### src/rtl/reaction_sequencer.sv
// reaction_sequencer
// Round controller for the reaction game. Runs on the 500 Hz display clock
// (1 tick = 2 ms) and sequences IDLE -> ARM -> GO -> RESULT/FOUL.
// Ports:
//   clk_500Hz  : clock
//   rst        : asynchronous active-high reset
//   btn_start  : single-cycle start pulse
//   btn_react  : single-cycle reaction pulse
//   mode_sel   : 00 easy, 01 regular, 10/11 hard
//   number     : value for the numeric display (valid when select = 1)
//   select     : 0 = mode banner, 1 = numeric
//   mode       : latched mode (00/01/10)
//   led_go     : GO indicator
//   foul       : false-start flag
//   miss       : timeout flag
//   best       : best valid reaction time in ms
module reaction_sequencer #(
  parameter int WAIT_MIN_TICKS = 500,
  parameter int HOLD_TICKS     = 1500,
  parameter int TO_EASY_MS     = 2000,
  parameter int TO_REG_MS      = 1000,
  parameter int TO_HARD_MS     = 500,
  parameter int MISS_MS        = 8190
) (
  input  logic        clk_500Hz,
  input  logic        rst,
  input  logic        btn_start,
  input  logic        btn_react,
  input  logic [1:0]  mode_sel,
  output logic [12:0] number,
  output logic        select,
  output logic [1:0]  mode,
  output logic        led_go,
  output logic        foul,
  output logic        miss,
  output logic [12:0] best
);

  localparam logic [2:0] S_IDLE   = 3'd0;
  localparam logic [2:0] S_ARM    = 3'd1;
  localparam logic [2:0] S_GO     = 3'd2;
  localparam logic [2:0] S_RESULT = 3'd3;
  localparam logic [2:0] S_FOUL   = 3'd4;

  localparam logic [12:0] MISS_V = 13'(MISS_MS);
  localparam logic [10:0] WAIT_V = 11'(WAIT_MIN_TICKS);
  // Loaded on entry so that the count reaching zero marks the last hold cycle.
  localparam logic [10:0] HOLD_V = 11'(HOLD_TICKS - 1);

  logic [2:0]  state_q, state_d;
  logic [9:0]  lfsr_q, lfsr_d;
  logic [10:0] delay_q, delay_d;
  logic [10:0] hold_q, hold_d;
  logic [12:0] elapsed_q, elapsed_d;
  logic [12:0] number_q, number_d;
  logic        select_q, select_d;
  logic [1:0]  mode_q, mode_d;
  logic        led_go_q, led_go_d;
  logic        foul_q, foul_d;
  logic        miss_q, miss_d;
  logic [12:0] best_q, best_d;
  logic        do_arm, do_idle;

  function automatic logic [1:0] map_mode(input logic [1:0] sel);
    return (sel == 2'b11) ? 2'b10 : sel;
  endfunction

  function automatic logic [12:0] timeout_of(input logic [1:0] m);
    case (m)
      2'b00:   return 13'(TO_EASY_MS);
      2'b01:   return 13'(TO_REG_MS);
      default: return 13'(TO_HARD_MS);
    endcase
  endfunction

  function automatic logic [12:0] sat_add2(input logic [12:0] e);
    logic [13:0] s;
    s = {1'b0, e} + 14'd2;
    if (s >= {1'b0, MISS_V}) return MISS_V;
    return s[12:0];
  endfunction

  always_comb begin
    state_d   = state_q;
    lfsr_d    = {lfsr_q[8:0], lfsr_q[9] ^ lfsr_q[6]};
    delay_d   = delay_q;
    hold_d    = hold_q;
    elapsed_d = elapsed_q;
    number_d  = number_q;
    select_d  = select_q;
    mode_d    = mode_q;
    led_go_d  = led_go_q;
    foul_d    = foul_q;
    miss_d    = miss_q;
    best_d    = best_q;
    do_arm    = 1'b0;
    do_idle   = 1'b0;

    case (state_q)
      S_IDLE: begin
        mode_d = map_mode(mode_sel);
        if (btn_start) do_arm = 1'b1;
      end
      S_ARM: begin
        if (btn_react) begin
          state_d  = S_FOUL;
          number_d = MISS_V;
          foul_d   = 1'b1;
          hold_d   = HOLD_V;
        end else if (delay_q == 11'd0) begin
          state_d   = S_GO;
          elapsed_d = 13'd0;
          number_d  = 13'd0;
          led_go_d  = 1'b1;
        end else begin
          delay_d = delay_q - 11'd1;
        end
      end
      S_GO: begin
        if (btn_react) begin
          state_d  = S_RESULT;
          number_d = elapsed_q;
          led_go_d = 1'b0;
          hold_d   = HOLD_V;
          if (elapsed_q < best_q) best_d = elapsed_q;
        end else if (elapsed_q >= timeout_of(mode_q)) begin
          state_d  = S_RESULT;
          number_d = MISS_V;
          miss_d   = 1'b1;
          led_go_d = 1'b0;
          hold_d   = HOLD_V;
        end else begin
          elapsed_d = sat_add2(elapsed_q);
          number_d  = sat_add2(elapsed_q);
        end
      end
      S_RESULT, S_FOUL: begin
        // Start beats hold expiry; the latched mode is kept on re-arm.
        if (btn_start)            do_arm  = 1'b1;
        else if (hold_q == 11'd0) do_idle = 1'b1;
        else                      hold_d  = hold_q - 11'd1;
      end
      default: do_idle = 1'b1;
    endcase

    if (do_arm) begin
      state_d  = S_ARM;
      delay_d  = WAIT_V + {1'b0, lfsr_q};
      select_d = 1'b1;
      number_d = 13'd0;
      led_go_d = 1'b0;
      foul_d   = 1'b0;
      miss_d   = 1'b0;
    end
    if (do_idle) begin
      state_d  = S_IDLE;
      select_d = 1'b0;
      number_d = 13'd0;
      led_go_d = 1'b0;
      foul_d   = 1'b0;
      miss_d   = 1'b0;
      mode_d   = map_mode(mode_sel);
    end
  end

  always_ff @(posedge clk_500Hz or posedge rst) begin
    if (rst) begin
      state_q   <= S_IDLE;
      lfsr_q    <= 10'h2A5;
      delay_q   <= 11'd0;
      hold_q    <= 11'd0;
      elapsed_q <= 13'd0;
      number_q  <= 13'd0;
      select_q  <= 1'b0;
      mode_q    <= 2'b00;
      led_go_q  <= 1'b0;
      foul_q    <= 1'b0;
      miss_q    <= 1'b0;
      best_q    <= MISS_V;
    end else begin
      state_q   <= state_d;
      lfsr_q    <= lfsr_d;
      delay_q   <= delay_d;
      hold_q    <= hold_d;
      elapsed_q <= elapsed_d;
      number_q  <= number_d;
      select_q  <= select_d;
      mode_q    <= mode_d;
      led_go_q  <= led_go_d;
      foul_q    <= foul_d;
      miss_q    <= miss_d;
      best_q    <= best_d;
    end
  end

  assign number = number_q;
  assign select = select_q;
  assign mode   = mode_q;
  assign led_go = led_go_q;
  assign foul   = foul_q;
  assign miss   = miss_q;
  assign best   = best_q;

endmodule

### config.mk
export PLATFORM = sky130hd
export DESIGN_NAME = reaction_sequencer
export DESIGN_NICKNAME = d
export VERILOG_FILES = /design/src/rtl/reaction_sequencer.sv
export SDC_FILE = /design/constraint.sdc
export NUM_CORES = 1
export LEC_CHECK = 0
export CAP_MARGIN = 20
export CORE_MARGIN = 2
export CORE_UTILIZATION = 45
export DETAILED_ROUTE_END_ITERATION = 8
export GPL_TIMING_DRIVEN = 0
export PLACE_DENSITY_LB_ADDON = 0.08
export SKIP_LAST_GASP = 1
export SLEW_MARGIN = 20
export SYNTH_ARGS = -nofsm -noshare
export SYNTH_HDL_FRONTEND = slang
export SYNTH_SLANG_ARGS = --single-unit
### constraint.sdc
create_clock -name clk_500Hz -period 3.4 [get_ports clk_500Hz]
set_input_delay 0.51 -clock clk_500Hz [delete_from_list [all_inputs] [get_ports clk_500Hz]]
set_output_delay 0.51 -clock clk_500Hz [all_outputs]
set_load 0.01 [all_outputs]
**Yosys cells after proc, flatten, opt, wreduce, memory -nomap -nowiden**

Cells that the tools add are included.

- Word-level logic and storage cells: 130
- Bits in registers: 80

- Equality and inequality tests: 21
- Muxes and demuxes: 63
- Reduce and logical (&&, ||, !) cells: 26
- Bitwise logic cells: 1
- $add $sub $neg: 4
- $lt $le $gt $ge: 3

Operators with widths:

| operator | count |
|---|---|
| 2-to-1 mux 13 bit | 13 |
| 2-to-1 mux 11 bit | 9 |
| case mux 13 bit (2 select lines) | 2 |
| case mux 11 bit (3 select lines) | 1 |
| 2-to-1 mux 1 bit | 25 |
| zero test 11 bit | 2 |
| case mux 11 bit (2 select lines) | 1 |
| subtractor 11 x 1 -> 11 bit, second input constant | 2 |
| 2-to-1 mux 3 bit | 6 |
| inequality test 2 bit, second input constant | 8 |
| nonzero test 3 bit | 5 |
| adder 13 x 2 -> 14 bit, second input constant | 1 |
| greater-or-equal comparator 14 x 13 -> 1 bit, second input constant | 1 |
| greater-or-equal comparator 13 bit | 1 |
| < comparator 13 bit | 1 |
| AND reduction 3 bit | 4 |
| adder 9 x 10 -> 11 bit, first input constant | 1 |
| inequality test 5 bit, second input constant | 2 |
| AND reduction 5 bit | 2 |
| inequality test 4 bit, second input constant | 2 |
| nonzero test 2 bit | 4 |
| equality test 3 x 2 -> 1 bit, second input constant | 2 |
| 2-to-1 mux 2 bit | 3 |
| case mux 3 bit (2 select lines) | 1 |
| other kinds (16) | 19 |

**Depth between registers and ports, before layout**

- Word-level depth: 14
- Mapped depth: 9
- Depth with buffers taken out: 8

**Worst setup path after synthesis**

No wires, ideal clock.

- Path kind: register -> register
- From: register mode_q[0], in the netlist mode[0]
- To: register hold_q[1]
- Cell stages (with the launch flop): 7
- Slack: 649 ps
- Data arrival time: 2627 ps
- Setup time: 125 ps
- Clock period less this slack: 2751 ps
- Buffers on the path: 0
- Cells stage by stage: dfrtp_1 or2_2 ha_1 a2111o_1 a211o_2 a221oi_4 mux2_2

- Word-level cells in the longest chain between the ends: 7
- Elaborated cells on any way between the ends: 8
- Classes of those cells: 1 x order compare; 2 x eq/ne; 3 x mux; 2 x reduce/logical

RTL lines:

| item | line | text |
|---|---|---|
| start: declaration | 57 | `logic [1:0] mode_q, mode_d;` |
| start signal: assignment | 188 | `mode_q <= mode_d;` |
| equality test 2 x 1 -> 1 bit or zero test 2 bit (tied branches) | 69 | `case (m)` |
| case mux 11 bit (2 select lines) * | 69 |  |
| 2-to-1 mux 13 bit * | 120 | `if (btn_react) begin` |
| 2-to-1 mux 13 bit * | 99 | `case (state_q)` |
| greater-or-equal comparator 13 bit * | 126 | `end else if (elapsed_q >= timeout_of(mode_q)) begin` |
| inequality test 3 bit (no source line) * | -- |  |
| AND reduction 5 bit (no source line) * | -- |  |
| end signal: assignment | 184 | `hold_q <= hold_d;` |
| end: declaration | 53 | `logic [10:0] hold_q, hold_d;` |

Mark *: on every way between the ends. The rest lies on a longest branch, timed or not. The select of a mux whose other input is x is not followed.
A chain may end at the register's enable or synchronous reset.

**Worst setup path after layout**

- From: register mode_q[1], in the netlist mode[1]
- To: register number_q[5], in the netlist number[5]

- Word-level cells in the longest chain between the ends: 10
- Elaborated cells on any way between the ends: 11
- Classes of those cells: 1 x order compare; 1 x eq/ne; 8 x mux; 1 x reduce/logical

RTL lines:

| item | line | text |
|---|---|---|
| equality test 2 x 1 -> 1 bit or zero test 2 bit (tied branches) | 69 |  |
| case mux 11 bit (2 select lines) * | 69 |  |
| 2-to-1 mux 13 bit * | 120 |  |
| 2-to-1 mux 13 bit * | 99 |  |
| greater-or-equal comparator 13 bit * | 126 |  |
| 2-to-1 mux 13 bit * | 126 |  |
| 2-to-1 mux 13 bit * | 120 |  |
| case mux 13 bit (2 select lines) * | 99 |  |
| 2-to-1 mux 13 bit * | 146 | `if (do_arm) begin` |
| 2-to-1 mux 13 bit * | 155 | `if (do_idle) begin` |
| end signal: assignment | 186 | `number_q <= number_d;` |
| end: declaration | 55 | `logic [12:0] number_q, number_d;` |

Marked as above.

==> results.sh <==
export IMPL_synth_area_um2=4990
export IMPL_grt_setup_unrepaired="false"
export IMPL_power_density_nw_per_um2=515
export IMPL_endpoint_kind="flip-flop"
export IMPL_critPathLaunchType="flip-flop"
export IMPL_drive_gt1_share_pct=11.8
export IMPL_cts_repair_resized=0
export IMPL_clock_skew_ns=0.0171
export IMPL_synth_xor_area_share_pct=2.63
export IMPL_ff2ff_path_depth=7
export IMPL_drt_wl_total_um=13300
export IMPL_antenna_cells=0
export IMPL_period_needed_ns=3.04
export IMPL_finalHoldViolCount=0
export IMPL_tightest_slew_ns=0.979
export IMPL_synth_distinct_cells=72
export IMPL_worst_path_max_fanout=7
export IMPL_cts_hold_buf=0
export IMPL_timing_final_crit_share_pct=89.4
export IMPL_wire_per_inst_um=18.3
export IMPL_max_freq_ghz=0.329
export IMPL_htree_levels=3
export IMPL_die_width_um=109
export IMPL_slew_violations=0
export IMPL_muxShareOfSynthArea_pct=7.40
export IMPL_dieArea_um2=11900
export IMPL_required_ns=3.66
export IMPL_antenna_found_initial=0
export IMPL_grt_first_pass_wirelength_um=21800
export IMPL_start_util_pct=46.0
export IMPL_clk_pin_slew_ns=0.08
export IMPL_worstSetupPathType="flip-flop to flip-flop"
export IMPL_cap_violations=0
export IMPL_dieHeight_um=109
export IMPL_ir_drop_v=0.000388
export IMPL_dpl_hpwl_um=9690
export IMPL_grt_usage_pct=23.8
export IMPL_io_pins=38
export IMPL_worstHoldPathType="flip-flop to flip-flop"
export IMPL_ys_ff_latch=80
export IMPL_areaGrowthSynthToFinish_pct=14.9
export IMPL_avgSynthCellArea_um2=9.41
export IMPL_final_util_pct=52.9
export IMPL_grt_pass1_vias=4171
export IMPL_cts_root_buf="clkbuf_8"
export IMPL_final_cell_mix="dfrtp_1, nor2_1, nand2_1"
export IMPL_yosysSeqAreaShare_pct=40.5
export IMPL_num_rows=38
export IMPL_fp_coreArea_um2=10800
export IMPL_drc=0
export IMPL_insertion_delay_ns=0.38
export IMPL_status="complete, no violations"
export IMPL_gr_total_overflow=0
export IMPL_async_reset_ff_share_pct=100
export IMPL_first_iter_violations=190
export IMPL_synth_fa_ha_area_share_pct=5.77
export IMPL_synthCells=530
export IMPL_layout_commonest_cell="dfrtp_1"
export IMPL_place_area_um2=5560
export IMPL_antenna_left=0
export IMPL_grt_max_degree=53
export IMPL_fin_area_um2=5740
export IMPL_worst_slack_ns=0.360
export IMPL_synth_simple_area_share_pct=19.0
export IMPL_cts_tree="built"
export IMPL_synth_top_family_by_area="compound AO/OA/AOI/OAI gates"
export IMPL_dr_total_vias=4326
export IMPL_finalNetCount=607
export IMPL_synth_ff_type="dfrtp_1"
export IMPL_globalplace_congestion=0.905
export IMPL_postCtsSetupBuffers=0
export IMPL_leakage_nw=2.39
export IMPL_holdPathStages=0
export IMPL_io_buffers=36
export IMPL_cp_arrival_ns=3.30
export IMPL_synth_nets=559
export IMPL_numCtsBuffers=9
export IMPL_synth_edf_count=0
export IMPL_vias_per_cell=5.98
export IMPL_relSlewSlack_pct=34.3
export IMPL_synth_compound_gate_area_share_pct=19.7
export IMPL_report_final_setup_viol=0
export IMPL_dp_slack_ns=0.423
export IMPL_clock_path_buffers=2
export IMPL_first_pass_iters=6
export IMPL_ys_warn_count=0
export IMPL_cts_sinks=80
==> worst max-delay path: stages, from the launching register on <==
cell and delay (ns):
dfrtp_1 0.42, or2_2 0.30, ha_1 0.29, a2111o_1 0.53, nor2_1 0.13, a21boi_0 0.72
nand3_1 0.22, a32o_1 0.31
==> per-layer routing <==
metal,share of wire (%),global-route usage (%)
met4,1.2,6.96
met2,49,39.5
met5,0,0
met1,44,31.5
met3,5.6,5.10
==> cell families (layout without fill, tap and decap cells) <==
| kind of cell | count (synthesis) | in the layout |
|---|---|---|
| xor+xnor | 15 | 15 |
| mux | 33 | 33 |
| buf+inv | 61 | 114 |
| flops | 80 | 80 |
| compound gates | 138 | 138 |
| fa+ha+maj | 23 | 23 |
| simple gates | 180 | 180 |
==> cells in the mapped netlist, types with 4 or more instances <==
master	instances	area share [%]
a22oi_1	4	0.60
a211o_1	4	0.70
a31oi_1	7	0.88
nor4_1	4	0.50
inv_1	36	2.7
buf_2	4	0.40
mux2_4	6	1.8
dfrtp_1	63	32
nor3_1	14	1.4
and3_1	4	0.50
a211oi_1	5	0.75
a21oi_1	36	3.6
clkbuf_1	16	1.2
a21o_1	7	1.1
nand3_1	17	1.7
nand2_1	37	2.8
nand2b_1	5	0.63
nand4b_1	4	0.70
o21ai_0	21	2.1
nor2_1	45	3.4
mux2_2	7	1.6
xor2_1	12	2.1
a32o_1	6	1.2
mux2i_1	20	4.0
nand4_1	11	1.4
o31ai_1	9	1.4
or2_2	4	0.50
ha_1	23	5.8
dfstp_2	17	9.0
a41oi_1	4	0.70
or4_1	4	0.60
or3_1	7	0.88
nor2b_1	10	1.3
==> worst paths after layout <==
path / to / slack (ns) / start
max in group asynchronous: best[6] / 2.28 / rst
setup / recovery: number[5] / 0.36 / mode[1]
min in group asynchronous: delay_q[2] / 0.46 / rst
hold reg to reg: lfsr_q[2] / 0.41 / lfsr_q[1]
setup reg to reg: number[5] / 0.36 / mode[1]
hold / removal: lfsr_q[2] / 0.41 / lfsr_q[1]
==> per-stage QoR <==
stage                     TNS [ns]  total power [W]  hold slack (ns)  cells
after floorplan                  0          0.00187            0.355    530
after global placement      -34.50          0.00225            0.391    706
after detailed placement         0          0.00228            0.394    707
after CTS                        0          0.00298            0.408    723
after global routing             0          0.00316            0.416    723
final                            0          0.00296            0.405    723
==> sequential cells by signal (all words and copies together), names as in the netlist <==
signal,count
led_go,1
mode,2
number,13
lfsr_q,10
delay_q,11
state_q,3
hold_q,11
foul,1
best,13
elapsed_q,13
select,1
miss,1
==> power breakdown <==
part	internal, W	switching, W
combinational	0.000455	0.000583
clock	0.000337	0.000362
sequential	0.00110	0.000123
total	0.00189	0.00107
==> cell type report <==
| cell class | count | area (um^2) |
|---|---|---|
| inverter | 37 | 141 |
| timing repair buffer | 37 | 388 |
| multi-input combinational | 389 | 2720 |
| tap | 140 | 175 |
| fill | 1058 | 5100 |
| buffer | 24 | 111 |
| clock buffer | 12 | 135 |
| clock inverter | 4 | 45.0 |
| sequential | 80 | 2020 |
Power figures use the tool's default switching activity.
